### src/rtl/b16_adder.sv
// b16_adder: 16-bit unsigned adder with registered sum and carry-out.
// Two cascaded 8-bit ripple-carry slices feed a reset-clean output register.
module b16_adder (
   output logic [15:0] S,
   output logic        C,
   input  logic [15:0] A,
   input  logic [15:0] B,
   input  logic        clk,
   input  logic        rst_n
);

   logic [7:0]  w_sum_lo;
   logic [7:0]  w_sum_hi;
   logic        w_cout_lo;
   logic        w_cout_hi;
   logic [15:0] r_sum;
   logic        r_carry;

   // Low byte: no carry-in port exists, so the chain starts at zero.
   b16_slice8 u_slice_lo (
      .sum  (w_sum_lo),
      .cout (w_cout_lo),
      .a    (A[7:0]),
      .b    (B[7:0]),
      .cin  (1'b0)
   );

   // High byte: carry crosses the byte boundary from the low slice.
   b16_slice8 u_slice_hi (
      .sum  (w_sum_hi),
      .cout (w_cout_hi),
      .a    (A[15:8]),
      .b    (B[15:8]),
      .cin  (w_cout_lo)
   );

   // Capture the 17-bit combinational result; reset clears it immediately.
   always_ff @(posedge clk or negedge rst_n) begin
      if (!rst_n) begin
         r_sum   <= '0;
         r_carry <= 1'b0;
      end else begin
         // NOTE: non-blocking assignments keep every register sampling pre-edge values, avoiding ordering races.
         r_sum   <= {w_sum_hi, w_sum_lo};
         r_carry <= w_cout_hi;
      end
   end

   assign S = r_sum;
   assign C = r_carry;

endmodule

// b16_slice8: eight full adders chained LSB to MSB.
module b16_slice8 (
   output logic [7:0] sum,
   output logic       cout,
   input  logic [7:0] a,
   input  logic [7:0] b,
   input  logic       cin
);

   logic [8:0] w_carry;

   assign w_carry[0] = cin;

   for (genvar i = 0; i < 8; i++) begin : g_bit
      b16_fa u_fa (
         .s  (sum[i]),
         .co (w_carry[i+1]),
         .a  (a[i]),
         .b  (b[i]),
         .ci (w_carry[i])
      );
   end

   assign cout = w_carry[8];

endmodule

// b16_fa: 1-bit full adder.
module b16_fa (
   output logic s,
   output logic co,
   input  logic a,
   input  logic b,
   input  logic ci
);

   logic w_p;

   // Propagate term shared by the sum and the carry.
   assign w_p = a ^ b;
   assign s   = w_p ^ ci;
   assign co  = (a & b) | (ci & w_p);

endmodule

### config.mk
export PLATFORM = sky130hd
export DESIGN_NAME = b16_adder
export DESIGN_NICKNAME = d
export VERILOG_FILES = /design/src/rtl/b16_adder.sv
export SDC_FILE = /design/constraint.sdc
export NUM_CORES = 1
export LEC_CHECK = 0
export CORE_MARGIN = 10
export CORE_UTILIZATION = 45
export DETAILED_ROUTE_END_ITERATION = 8
export DONT_BUFFER_PORTS = 1
export GPL_TIMING_DRIVEN = 0
export SETUP_SLACK_MARGIN = 0.1
export SYNTH_ARGS = -nofsm -noshare
export SYNTH_HDL_FRONTEND = slang
export SYNTH_SLANG_ARGS = --single-unit
### constraint.sdc
create_clock -name clk -period 1.1 [get_ports clk]
set_input_delay 0.22 -clock clk [delete_from_list [all_inputs] [get_ports clk]]
set_output_delay 0.22 -clock clk [all_outputs]
set_load 0.1 [all_outputs]
; ---- After elaboration in Yosys (flattened, before gate mapping)
; Cells that the tools add are included.
[word_totals]
regBits = 17
[op_classes]
n_bitwise = 77
[ops]
columns = cell, count
row1 = $and 1x1->1, 31
row2 = $xor 1x1->1, 31
row3 = $or 1x1->1, 15

; ---- Logic depth before layout (Yosys ltp)
; Gate-level depths: netlist of run 1.
[depth]
ltp_word = 31
mapped_depth = 20

; ---- Cells and area by module
; Synthesis of run 1 repeated with hierarchy kept, for this count alone.
[hier_totals]
hier_cells = 34
hier_area_um2 = 749.5
[by_module_without_submodules]
columns = mod, area_per_inst_um2, instances, cells_each
row1 = b16_adder, 429.2, 1, 18
row2 = b16_fa, 20.0, 16, 1

; ---- Least setup slack after synthesis of run 1
; Ideal clock, no wire load.
[synth_path]
kind = input port to flip-flop
startpoint = input A[0]
endpoint = register r_sum[15], in the netlist S[15]
slack_ps = -5004
stages = 20
required_time_ps = 1036
arrival_ps = 6040
cell_sequence = ha_1 -> fa_1 -> fa_1 -> fa_1 -> fa_1 -> fa_1 -> fa_1 -> inv_1 -> fa_1 -> inv_1 -> fa_1 -> fa_1 -> fa_1 -> fa_1 -> fa_1 -> fa_1 -> fa_1 -> inv_1 -> fa_1 -> inv_1
[synth_between]
elab_chain_cells = 30
[synth_lines]
columns = element, line_no
row1 = start: declaration, 6  ; input logic [15:0] A,
row2 = $and 1x1->1 (2 in series), 95  ; assign co = (a & b) | (ci & w_p);
row3 = $or 1x1->1, 95
row4 = $and 1x1->1, 95
row5 = $or 1x1->1, 95
row6 = $and 1x1->1, 95
row7 = $or 1x1->1, 95
row8 = $and 1x1->1, 95
row9 = $or 1x1->1, 95
row10 = [14 not listed], -
row11 = $and 1x1->1, 95
row12 = $or 1x1->1, 95
row13 = $and 1x1->1, 95
row14 = $or 1x1->1, 95
row15 = $and 1x1->1, 95
row16 = $or 1x1->1, 95
row17 = $xor 1x1->1, 94  ; assign s = w_p ^ ci;
row18 = net u_slice_hi.g_bit[7].u_fa.s, 83  ; output logic s,
row19 = end signal: assignment, 44  ; r_sum <= {w_sum_hi, w_sum_lo};
row20 = end: declaration, 16  ; logic [15:0] r_sum;
; The timed path passes the listed nets, and every way through them passes these cells.

; ---- Worst setup path after layout of run 1
; Ends and elaborated chain as after synthesis.

==> results of run 1 <==
==> cells by family after synthesis <==
kind of cell	after synthesis	share of synthesized area, %
DFF	17	54.8
adders and majority gates	16	40.3
buffers and inverters	10	4.84
==> state kept, by name (all words and copies together), names as in the netlist <==
signal,cells
S,16
C,1
==> metal layers <==
metal  share of wire [%]  global-route usage [%]  wire length [um]
met5                   0                       0                 0
met2                  54                    15.2               872
met1                  28                    8.04               444
met3                  16                    6.38               259
met4                 1.7                    7.64                27
==> what timing repair did <==
item                       in CTS  in global routing
gates resized for setup        16                  2
hold endpoints to repair       17                  0
hold buffers                    1                  0
pin swaps                       0                  0
setup endpoints to repair      32                 49
==> through the flow <==
step | TNS (ps) | utilization, % | setup slack, ps | hold WS (ps)
final | -34640 | 59.8 | -4380 | 57.9
after global routing | -36360 | 59.8 | -4520 | 43.5
after CTS | -34990 | 59.6 | -4390 | 54.6
after detailed placement | -38540 | 54.8 | -4670 | -75.1
after global placement | -37610 | 54.8 | -4590 | -75.0
after floorplan | -36910 | - | -4490 | -75.6
==> synth_stat cells <==
cell	count	share of area, %
ha_1	1	1.6
fa_1	15	39
inv_1	10	4.8
dfrtp_1	17	55
==> path summary, 6_finish.rpt <==
kind	slack, ps	cells after the start	endpoint	from
worst max-delay path	-4380	20	S[15]	A[0]
worst min-delay path	60	1	S[15]	rst_n
max in group asynchronous	510	1	S[13]	rst_n
min in group clk	60	1	S[0]	B[0]
==> layout make-up <==
class	count	area share, %
clock buffers	4	2.79
inverters	10	3.98
multi-input cells	16	38.2
flip-flops and latches	17	51.5
well taps	16	2.12
repair buffers	1	1.33
==> power breakdown <==
part	switching (W)	internal (W)	total (W)
sequential	0.000936	0.000808	0.00174
clock	0.000173	0.000140	0.000314
combinational	0.0000844	0.0000855	0.000170
total	0.00119	0.00103	0.00223
==> flow_summary.yaml, run 1 <==
yosys:
  synth_nets: 93
  synth_area_um2: 776
  syn_area_per_cell_um2: 18.0
  ys_warn_count: 0
  synthDistinctLibCells: 4
  synthCells: 43
  ys_ff_latch: 17
  yosysSeqAreaShare_pct: 54.8
critical_path:
  path_class: "primary input to flop"
  crit_family: "adder cells"
  crit_fanout: 1
  required_ps: 1320
  cp-start-kind: "primary input"
  crit_slowest_cell: "fa_1"
  cp.arrival_ps: 5700
  path_cells: "ha_4, fa_2, fa_2, fa_2, fa_2, fa_2, fa_2, inv_2, fa_2, inv_2, fa_2, fa_2, fa_2, fa_2, fa_2, fa_2, fa_2, inv_2, fa_1, inv_1"
  path_buf_inv: 4
  cp-end-kind: "flop"
  critPathMostFrequentCell: "fa_2"
  critical-path-max-stage-delay_ps: 410
detailed_routing:
  final_antenna_net_count: 0
  vias: 337
  routed_via_density: 5.27
  wl_per_cell_um: 25.1
  drc: 0
  routed_wl_um: 1600
  drtPass1Iterations: 2
  first_iter_violations: 2
sta:
  fmax_ghz: 0.183
  slew_headroom_pct: 42.0
  min_period_over_period_pct: 498
  worst_pin_slew_ps: 870
  slew_viol_final: 0
  fin_crit_ps: 5480
  layout_setup_ws_ps: -4380
  rsz0062_at_grt: "yes"
  setup-violations-final: 31
  finalHoldViolCount: 0
placed_design:
  gp_congestion: 0.669
  dp_cells: 59
  dpl_cell_area_um2: 863
  io_buffers: 0
  hpwl_um: 1440
global_route:
  antenna_found_initial: 0
  grt_usage_pct: 9.49
  overflow: 0
  grt_pass1_wl_um: 2440
  grt_max_degree: 18
  grt_pass1_vias: 465
final_layout:
  multi_input_area_um2: 360
  nFillCells: 127
  drive_gt1_share_pct: 79.2
  area_growth_pct: 21.5
  stdcell_count: 64
  nNetsFinal: 99
  final_area_um2: 942
  final_common_cell: "dfrtp_4"
  regArea_um2: 485
  final_cell_mix: "16 x dfrtp_4, 14 x fa_2, 6 x inv_1, 4 x inv_2, 3 x clkbuf_4"
  diodes: 0
run:
  maxCapViolations: 0
cts:
  cts_sinks: 17
  cts_root_buf: "clkbuf_4"
  cts_made_buffers: 3
  htree_num_levels: 1
  max-clock-path-buffers: 2
  cts_setup_buffers: 0
  clk_pin_slew_ps: 90
  cts_tree: "yes"
pwr:
  power.leakage_nw: 0.367
  irDropWorstVdd_mv: 1.04
  p_total_w: 0.00223
  power.density_mw_per_mm2: 2370
die:
  fp-row-count: 14
  core_mm2: 0.00158
  die_h_um: 61.5
  dieArea_mm2: 0.00378
  die_w_um: 61.5
  io_pins: 51
  start_util_pct: 49.2
status:
  status: "finished with violations"
  violations: "setup timing"
hold_path:
  min_path_type: "primary input to async pin"
(Power assumes the default switching activity.)
==> run 2: changes to the inputs <==
Settings changed: SKIP_LAST_GASP set to 1.
==> results of run 2 <==
No change in the layout: final DEF, timing and power equal those of run 1.
